**config.mk**
```make
export PLATFORM = sky130hd
export DESIGN_NAME = piso_tx
export DESIGN_NICKNAME = d
export VERILOG_FILES = /design/src/rtl/piso_pkg.sv /design/src/rtl/piso_shreg.sv /design/src/rtl/piso_tx.sv
export SDC_FILE = /design/constraint.sdc
export NUM_CORES = 1
export LEC_CHECK = 0
export ABC_AREA = 1
export CORE_ASPECT_RATIO = 0.8
export CORE_UTILIZATION = 52
export DETAILED_ROUTE_END_ITERATION = 10
export GPL_TIMING_DRIVEN = 0
export PLACE_DENSITY = 0.86
export REMOVE_ABC_BUFFERS = 1
export SLEW_MARGIN = 20
export SYNTH_ARGS = -nofsm -noshare
export SYNTH_HDL_FRONTEND = slang
export SYNTH_SLANG_ARGS = --single-unit
```
**constraint.sdc**
```tcl
create_clock -name clk -period 3.6 [get_ports clk]
set_clock_uncertainty 0.2 [all_clocks]
set_input_delay 0.72 -clock clk [delete_from_list [all_inputs] [get_ports clk]]
set_output_delay 0.72 -clock clk [all_outputs]
set_load 0.005 [all_outputs]
```
**src/rtl/piso_pkg.sv**
```systemverilog
// piso_pkg: shared types and sizing helpers for the
// parallel-in serial-out transmitter.
package piso_pkg;

  typedef enum logic [1:0] {
    ST_IDLE,
    ST_SHIFT,
    ST_GAP
  } state_e;

  // Idle-gap counter width; covers gap lengths 0..15.
  localparam int GAP_W = 4;

  // Bit-counter width for a word of w bits (at least 1).
  function automatic int cnt_w(input int w);
    return (w > 1) ? $clog2(w) : 1;
  endfunction

endpackage

```
**src/rtl/piso_shreg.sv**
```systemverilog
// piso_shreg: loadable shift register feeding the serial line.
// Vacated positions fill with zero, so a fully shifted word reads 0.
module piso_shreg
  import piso_pkg::*;
#(
  parameter int WIDTH     = 8,
  parameter int MSB_FIRST = 1
) (
  input  logic             clk,
  input  logic             clr,
  input  logic             load_i,
  input  logic             shift_i,
  input  logic [WIDTH-1:0] din_i,
  output logic             sbit_o
);

  logic [WIDTH-1:0] sr_q;
  logic [WIDTH-1:0] sr_d;

  // Load has priority; a shift moves the next bit to the output end.
  always_comb begin
    sr_d = sr_q;
    if (load_i) begin
      sr_d = din_i;
    end else if (shift_i) begin
      sr_d = (MSB_FIRST != 0) ? {sr_q[WIDTH-2:0], 1'b0}
                              : {1'b0, sr_q[WIDTH-1:1]};
    end
  end

  // Shift register storage.
  always_ff @(posedge clk or posedge clr) begin
    if (clr) begin
      sr_q <= '0;
    end else begin
      sr_q <= sr_d;
    end
  end

  assign sbit_o = (MSB_FIRST != 0) ? sr_q[WIDTH-1] : sr_q[0];

endmodule

```
**src/rtl/piso_tx.sv**
```systemverilog
// piso_tx: serialises WIDTH-bit words paced by en, with
// frame strobes, zero-bubble streaming or a fixed idle gap.
module piso_tx
  import piso_pkg::*;
#(
  parameter int WIDTH     = 8,
  parameter int MSB_FIRST = 1,
  parameter int GAP       = 0
) (
  input  logic             clk,
  input  logic             clr,
  input  logic             en,
  input  logic [WIDTH-1:0] in_data,
  input  logic             in_valid,
  output logic             in_ready,
  output logic             sout,
  output logic             sout_valid,
  output logic             sof,
  output logic             eof,
  output logic             busy
);

  localparam int CW = cnt_w(WIDTH);
  localparam logic [CW-1:0] LAST = CW'(WIDTH - 1);
  localparam bit HAS_GAP = (GAP != 0);
  localparam logic [GAP_W-1:0] GAP_LD =
    GAP_W'((GAP > 0) ? GAP - 1 : 0);

  state_e            state_q, state_d;
  logic [CW-1:0]     cnt_q, cnt_d, cnt_inc;
  logic [GAP_W-1:0]  gap_q, gap_d;
  logic              sv_q, sv_d;
  logic              sof_q, sof_d;
  logic              eof_q, eof_d;
  logic              last;
  logic              rdy;
  logic              accept;
  logic              load;
  logic              shift;

  // Acceptance: always in IDLE; on the last enabled bit only
  // when streaming without a gap. Held low during reset.
  always_comb begin
    last = (cnt_q == LAST);
    rdy  = 1'b0;
    unique case (state_q)
      ST_IDLE:  rdy = 1'b1;
      ST_SHIFT: rdy = last && en && !HAS_GAP;
      default:  rdy = 1'b0;
    endcase
    if (clr) begin
      rdy = 1'b0;
    end
    accept = in_valid && rdy;
  end

  // Next-state, counters and registered strobes.
  always_comb begin
    state_d = state_q;
    cnt_d   = cnt_q;
    gap_d   = gap_q;
    sv_d    = sv_q;
    sof_d   = sof_q;
    eof_d   = eof_q;
    load    = 1'b0;
    shift   = 1'b0;
    cnt_inc = cnt_q + 1'b1;
    unique case (state_q)
      ST_IDLE: begin
        if (accept) begin
          state_d = ST_SHIFT;
          load    = 1'b1;
          cnt_d   = '0;
          sv_d    = 1'b1;
          sof_d   = 1'b1;
          eof_d   = 1'b0;
        end
      end
      ST_SHIFT: begin
        if (en) begin
          if (!last) begin
            shift = 1'b1;
            cnt_d = cnt_inc;
            sof_d = 1'b0;
            eof_d = (cnt_inc == LAST);
          end else if (accept) begin
            load  = 1'b1;
            cnt_d = '0;
            sv_d  = 1'b1;
            sof_d = 1'b1;
            eof_d = 1'b0;
          end else begin
            shift = 1'b1;
            cnt_d = '0;
            sv_d  = 1'b0;
            sof_d = 1'b0;
            eof_d = 1'b0;
            if (HAS_GAP) begin
              state_d = ST_GAP;
              gap_d   = GAP_LD;
            end else begin
              state_d = ST_IDLE;
            end
          end
        end
      end
      ST_GAP: begin
        if (en) begin
          if (gap_q == '0) begin
            state_d = ST_IDLE;
          end else begin
            gap_d = gap_q - 1'b1;
          end
        end
      end
      default: begin
        state_d = ST_IDLE;
      end
    endcase
  end

  // State, counters and output strobes.
  always_ff @(posedge clk or posedge clr) begin
    if (clr) begin
      state_q <= ST_IDLE;
      cnt_q   <= '0;
      gap_q   <= '0;
      sv_q    <= 1'b0;
      sof_q   <= 1'b0;
      eof_q   <= 1'b0;
    end else begin
      state_q <= state_d;
      cnt_q   <= cnt_d;
      gap_q   <= gap_d;
      sv_q    <= sv_d;
      sof_q   <= sof_d;
      eof_q   <= eof_d;
    end
  end

  piso_shreg #(
    .WIDTH     (WIDTH),
    .MSB_FIRST (MSB_FIRST)
  ) u_shreg (
    .clk     (clk),
    .clr     (clr),
    .load_i  (load),
    .shift_i (shift),
    .din_i   (in_data),
    .sbit_o  (sout)
  );

  assign in_ready   = rdy;
  assign sout_valid = sv_q;
  assign sof        = sof_q;
  assign eof        = eof_q;
  assign busy       = (state_q != ST_IDLE);

endmodule
```
==> impl_results.md, run 1 <==
* Run status: finished, final reports clean
* Number of buffer and inverter stages on the critical path at 2
* Setup crit start: en
* Cell chosen for the clock root: clkbuf_4
* Power density over cell area at 510.5 nW/um2
* Flop-to-flop setup slack at 1470 ps
* Hold buffer count at CTS at 0
* Hold Fails Final Rpt at 0
* Largest stage delay, worst path at 530 ps
* Longest Clk Path Bufs at 2
* Data arrival time of the worst path at 2020 ps
* Via count of the first global-routing pass at 620
* Count of final max-slew check failures at 0
* Fin crit share at 81.65%
* Violation count after the first detailed-routing iteration at 15
* Commonest register cell after synthesis: dfrtp_1
* Die X at 47.19 um
* Setup_tns at 0 ps
* Critical path's slowest cell: clkdlybuf4s50_1
* Proportion of synthesized area in mux cells at 0%
* Die extent in y at 38.15 um
* Arithmetic-cell share of the synthesized area counting full adders, half adders and majority gates at 5.891%
* Residual antenna-violating net count after detailed routing at 0
* Total via count after detailed routing at 746
* Seq cells post-synth at 15
* R2R Path Start: cnt_q[0]
* Routed wire length at 1.744 mm
* Sort of element at the end of the critical path: output pin
* Combined area of all synthesized cells at 849.6 um2
* Unrepaired setup endpoints after global routing: false
* Portion of the post-synthesis area used by sequential elements at 44.18%
* DRC violations left at 0
* CP startpoint kind: input pin
* Share of Yosys cell area claimed by the top area cell type at 44.18%
* TritonCTS clock tree: yes
* Number of antenna violations at the first check in global routing at 0
* I/O pin total at 18
* Classification of the worst setup path: in2out
* FFs w/ async S/R, synth at 100.0%
* Shortest clock period the worst path allows after layout at 2939 ps
* Cell types occupying the most area after synthesis: dfrtp_1 (44%), nand3_1 (11%), nand2_1 (9.7%)
* Headroom to the max-slew limit at 66.22%
* Number of nets in the layout at 139
* Static power due to leakage at 0.5431 nW
* Least-Margin Pin Slew at 505.5 ps
* Maximum frequency from static timing analysis at 0.3402 GHz
* Share of final-layout standard cells stronger than drive strength 1 at 9.836%
* Mapped Cells at 104
* Core Rows at 12
* Placeable core region at 1456 um2
* Cell family with the largest share of critical-path delay: buffers and inverters
* Leading area contributor after synthesis: dfrtp_1
* Main combinational cell family by area after synthesis: simple AND/OR/NAND/NOR gates
* Final weighted congestion in routability-driven placement at 0.7790
* Max-cap viol count at 0
* Number of distinct library cell variants in the gate-level netlist after synthesis at 20
* DP Wirelength at 1.161 mm
* Data required, critical path at 2680 ps
* GRT Overall Usage at 23.60%
* Overall power of the completed layout at 0.5359 mW
* Length of the first detailed-routing pass in iterations at 4
* Global-route wire length before repair at 2.773 mm
* Crit path cell chain: clkdlybuf4s50_1 -> nand2_1 -> a21oi_1 -> clkdlybuf4s50_1
* Clock slew at reported path FFs at 100 ps
* Sum of overflow across all layers after global routing at 0
* Post-synthesis share of cell area spent on xor and xnor gates at 0%
* Area overhead of the layout relative to synthesis at 23.56%
* Total number of H-tree levels at 1
* Number of warnings printed during yosys synthesis at 0
* Cell occurring most often along the worst timing path: clkdlybuf4s50_1
* Count of cells resized by post-cts repair at 0
* Total setup violations reported at the end of the flow at 0
* Maximum number of pins on one net before global-route repair at 25
* Die Outline Area at 1800 um2
* Worst min-delay path class: reg2reg
* CTS buffer count at 3
* I/O Buffers at 17
* Count of cell instances traversed by the critical path at 4
* Clock latency at the later pin of the worst-skew pair at 290 ps
* Avg WL per Cell at 12.20 um
* Cell count of the worst reg-to-reg path at 8
* Post-synthesis compound-gate area fraction at 5.596%
* Destination of the critical timing path: in_ready
* Post-synthesis simple-gate area fraction at 33.14%
* Max VDD drop at 358.4 uV
* Buffer count from post-CTS setup fixing at 0
* Detail-routed via count per cell at 5.217
* Post-Syn Area per Cell at 8.169 um2
* Filler Cell Count at 109
* CTS Sinks at 15
* Count of flip-flops with a built-in enable after synthesis at 0
* Peak fanout along the critical path at 3
* Starting utilization of the core area at 58.33%
* Reg-to-Reg End: state_q[0]
* Antenna diodes at 0
## worst register-to-register path, cell delays in order (launching register included)
cell and delay, ps:
dfrtp_1 380, ha_1 160, ha_1 190, nand2_1 90, nand2_2 170, nand3_2 220, ha_1 370, nor3_1 180
a21oi_1 60
## registers in the layout, indices dropped and copies added, names as in the netlist
signal        flops
u_shreg.sr_q      8
cnt_q             3
eof               1
sof               1
sout_valid        1
state_q           1
## how the worst min path moves through the flow
stage                     from          to  slack [ps]  cells past startpoint
finish                     sof         sof         300                      2
global route               sof         sof         330                      2
CTS                        sof         sof         300                      2
detailed placement         sof         sof         270                      2
global placement    sout_valid  sout_valid         270                      2
floorplan                  sof         sof         270                      2
## layer usage
| layer | wire (um) | vias up | share of wire [%] | GRT usage (%) |
|---|---|---|---|---|
| met5 | 0 | - | 0 | 0 |
| met4 | 25 | 0 | 1.4 | 8.571 |
| met3 | 109 | 4 | 6.3 | 8.491 |
| met2 | 821 | 22 | 47 | 35.42 |
| met1 | 787 | 338 | 45 | 31.04 |
| li1 | - | 382 | - | - |
## cell usage after synthesis (2+ instances only)
cell and count:
o21ai_2 2, ha_1 4, nor3_1 2, nand4_1 8, dfrtp_1 15, nand3_1 18
inv_1 17, nand2_1 22, o21ai_1 2, inv_2 2, a21oi_1 3
## where the power goes
group	internal, mW	switching (mW)	leakage (nW)	total, mW
sequential	0.216	0.0307	0.195	0.247
combinational	0.0914	0.0979	0.330	0.189
clock	0.0414	0.0587	0.0177	0.100
## per-stage QoR
stage               util, %  worst slack [ps]  instances  hold WS, ps  instance area, um2
CTS                   72.08             660.2        143        300.1                1050
global route          72.08             606.5        143        325.8                1050
global placement      70.19             654.9        139        271.5                1022
detailed placement    70.19             660.2        139        267.1                1022
finish                72.08             660.6        143        301.8                1050
floorplan                 -              1501        101        273.7               825.8
## cells by family (layout without fill, tap and decap cells)
| kind of cell | after synthesis | count (layout) |
|---|---|---|
| DFF | 15 | 15 |
| adders and majority gates | 4 | 4 |
| and+or+nand+nor | 55 | 55 |
| buffers and inverters | 22 | 40 |
| AOI/OAI and AO/OA | 8 | 8 |
## layout by cell type (no fill, tap or decap), drive strengths merged
master | netlist | routed
nand3 | 20 | 20
clkinv | 0 | 1
clkbuf | 0 | 3
nand2 | 24 | 24
ha | 4 | 4
inv | 19 | 19
a21oi | 3 | 3
o21ai | 5 | 5
clkdlybuf4s50 | 0 | 17
dfrtp | 15 | 15
nand4 | 8 | 8
nor3 | 2 | 2
nor2 | 1 | 1
## cell type report
| type | instances | area [um2] | area share (%) |
|---|---|---|---|
| Clock inverter | 1 | 5.005 | 0.4768 |
| Sequential cell | 15 | 375.4 | 35.76 |
| Timing Repair Buffer | 17 | 170.2 | 16.21 |
| Inverter | 19 | 71.32 | 6.794 |
| Multi-Input combinational cell | 67 | 379.1 | 36.11 |
| Clock buffer | 3 | 22.52 | 2.145 |
| Tap cell | 21 | 26.28 | 2.503 |
(Power assumes the default switching activity.)
==> inputs of run 2 (changes only) <==
--- a/config.mk
+++ b/config.mk
@@ -7,10 +7,10 @@
 export LEC_CHECK = 0
 export ABC_AREA = 1
 export CORE_ASPECT_RATIO = 0.8
-export CORE_UTILIZATION = 52
+export CORE_UTILIZATION = 44
 export DETAILED_ROUTE_END_ITERATION = 10
 export GPL_TIMING_DRIVEN = 0
-export PLACE_DENSITY = 0.86
+export PLACE_DENSITY = 0.78
 export REMOVE_ABC_BUFFERS = 1
 export SLEW_MARGIN = 20
 export SYNTH_ARGS = -nofsm -noshare
==> constraint.sdc (replaced) <==
create_clock -name clk -period 2.5 [get_ports clk]
set_clock_uncertainty 0.2 [all_clocks]
set_input_delay 0.5 -clock clk [delete_from_list [all_inputs] [get_ports clk]]
set_output_delay 0.5 -clock clk [all_outputs]
set_load 0.005 [all_outputs]
==> impl_results.md, run 2 (synthesis gave the netlist of run 1 again) <==
* Run status: finished, final reports clean
* Flop-to-flop setup slack at 310 ps (-1160 ps)
* Total setup violations reported at the end of the flow at 0 (unchanged)
* I/O Buffers at 17 (unchanged)
* Final cell count without fillers at 147 (+2.8%)
* CP startpoint kind: input pin
* Global-route wire length before repair at 2.787 mm (+0.50%)
* Core Rows at 13 (+1)
* GRT Overall Usage at 19.06% (-4.5 points)
* Cell chosen for the clock root: clkbuf_4
* Detail-routed via count per cell at 5.204 (-0.24%)
* Total via count after detailed routing at 765 (+2.5%)
* Data required, critical path at 2490 ps (-190 ps)
* Peak fanout along the critical path at 24 (+21)
* DP Wirelength at 1.221 mm (+5.2%)
* I/O pin total at 18 (unchanged)
* Destination of the critical timing path: state_q[0]
* CTS Sinks at 15 (unchanged)
* Minimum setup slack in the final design at 114.2 ps (-546.3 ps)
* Die extent in y at 41.30 um (+8.3%)
* Unrepaired setup endpoints after global routing: false
* Max VDD drop at 528.8 uV (+48%)
* Avg WL per Cell at 12.27 um (+0.57%)
* Largest registers in the final layout: u_shreg.sr_q (8), cnt_q (3)
* Commonest cells after routing, fill and taps aside: nand2_1 (22), nand3_1 (18), inv_1 (17), clkdlybuf4s50_1 (16), dfrtp_1 (15)
* CTS buffer count at 3 (unchanged)
* Final weighted congestion in routability-driven placement at 0.8296 (+6.5%)
* Share of final-layout standard cells stronger than drive strength 1 at 13.60% (+3.8 points)
* TritonCTS clock tree: yes
* Number of nets in the layout at 142 (+2.2%)
* Fraction of the core area covered by cells at the end of the flow at 63.37% (-8.7 points)
* Most flop-heavy register: u_shreg.sr_q
* Area overhead of the layout relative to synthesis at 27.39%
* Setup crit start: clr
* Placeable core region at 1708 um2 (+17%)
* Die X at 51.13 um (+8.3%)
* Worst Setup Slack post-DPL at -194.6 ps (-854.8 ps)
* Antenna diodes at 0 (unchanged)
* Classification of the worst setup path: in2reg
* Commonest non-fill, non-tap cell in the layout: nand2_1
* Least-Margin Pin Slew at 492.6 ps (-12.86 ps)
* Total number of H-tree levels at 1 (unchanged)
* Number of cells in the design after placement at 140 (+0.72%)
* DRC violations left at 0 (unchanged)
* Via count of the first global-routing pass at 646 (+4.2%)
* Sort of element at the end of the critical path: flip-flop
* Fin crit share at 95.43%
* Residual antenna-violating net count after detailed routing at 0 (unchanged)
* Static power due to leakage at 0.5744 nW (+5.8%)
* Clock latency at the later pin of the worst-skew pair at 300 ps (about the same)
* Starting utilization of the core area at 49.74% (-8.6 points)
* Worst min-delay path class: reg2reg
* Count of final max-slew check failures at 0 (unchanged)
* Shortest clock period the worst path allows after layout at 2386 ps
* Critical path's slowest cell: clkdlybuf4s50_1
* Power density over cell area at 745.8 nW/um2 (+46%)
* Data arrival time of the worst path at 2370 ps (+350 ps)
* Hold buffer count at CTS at 0 (unchanged)
* Routed wire length at 1.803 mm (+3.4%)
* Max-cap viol count at 0 (unchanged)
* Length of the first detailed-routing pass in iterations at 4 (unchanged)
* Headroom to the max-slew limit at 67.06% (+0.84 points)
* Hold Fails Final Rpt at 0 (unchanged)
* Maximum frequency from static timing analysis at 0.4192 GHz
* Number of antenna violations at the first check in global routing at 0 (unchanged)
* Sum of overflow across all layers after global routing at 0 (unchanged)
* Violation count after the first detailed-routing iteration at 35 (+20)
* Reg-to-Reg End: state_q[0]
* Maximum number of pins on one net before global-route repair at 25 (unchanged)
* Cell count of the worst reg-to-reg path at 8 (unchanged)
* Clock slew at reported path FFs at 90 ps (about the same)
* Max FFs per register at 8 (unchanged)
* R2R Path Start: cnt_q[0]
* Longest Clk Path Bufs at 2 (unchanged)
* Die Outline Area at 2111 um2 (+17%)
* Largest stage delay, worst path at 470 ps (-60 ps)
* Crit path cell chain: clkdlybuf4s50_1 -> inv_2 -> nand3_2 -> ha_1 -> nor3_1 -> a21oi_1
[run 2: cell types whose count changed in the layout (fill, tap and decap cells not counted), sizes merged]
cell,delta
buf,+3
clkdlybuf4s50,-1
dlymetal6s2s,+1
[run 2: critical path, delay by kind of cell]
family,cells,cell delay [ps]
and+or+nand+nor,2,540
adders and majority gates,1,380
buffers and inverters,2,880
AOI/OAI and AO/OA,1,70
[run 2: how the worst min path moves through the flow]
stage	to	start	depth (start not counted)	slack, ps
3_3_place_gp	sof	sof	2	270
5_1_grt	sof	sof	2	310
6_report	sof	sof	2	290
3_5_place_dp	sof	sof	2	270
4_1_cts	sof	sof	2	290
2_1_floorplan	cnt_q[0]	clr	1	170
[run 2: per-layer routing]
layer  up-vias  GRT usage, %  wire length [um]
met1       355         22.37               818
li1        387             -                 -
met4         0         7.639                26
met3         5         5.797                73
met5         -             0                 0
met2        18         33.88               885
[run 2: where the power goes]
part	total, mW	switching (mW)	internal, mW
Combinational	0.308	0.151	0.156
Clock	0.149	0.0892	0.0598
Sequential	0.350	0.0399	0.311
[run 2: stage by stage]
step / area [um2] / TNS (ps) / total power [mW] / hold WS (ps)
final: 1082 / 0 / 0.8072 / 292.9
after floorplan: 825.8 / 0 / 0.5199 / 174.7
after global routing: 1082 / 0 / 0.8691 / 311.9
after CTS: 1070 / 0 / 0.7980 / 292.4
after detailed placement: 1023 / -209.9 / 0.6291 / 266.4
after global placement: 1023 / -78.38 / 0.6186 / 269.6
[run 2: timing repair]
action,4_1_cts,5_1_grt
resized for setup,1,2
endpoints found under the setup margin,1,1
pin swaps,0,1
buffers inserted,2,1
[run 2: layout make-up]
cell class	count	area [um2]
flip-flops and latches	15	375.4
fillers	154	625.6
clock inverters	1	5.005
repair buffers	20	195.2
well taps	22	27.53
multi-input cells	67	385.4
inverters	19	71.32
clock buffers	3	22.52
==> inputs of run 3 (changes only) <==
--- a/config.mk
+++ b/config.mk
@@ -8,6 +8,7 @@
 export ABC_AREA = 1
 export CORE_ASPECT_RATIO = 0.8
 export CORE_UTILIZATION = 44
+export CTS_CLUSTER_DIAMETER = 30
 export DETAILED_ROUTE_END_ITERATION = 10
 export GPL_TIMING_DRIVEN = 0
 export PLACE_DENSITY = 0.78
==> results of run 3 <==
Same layout as run 2: the final DEF is identical, and so are final timing and power.
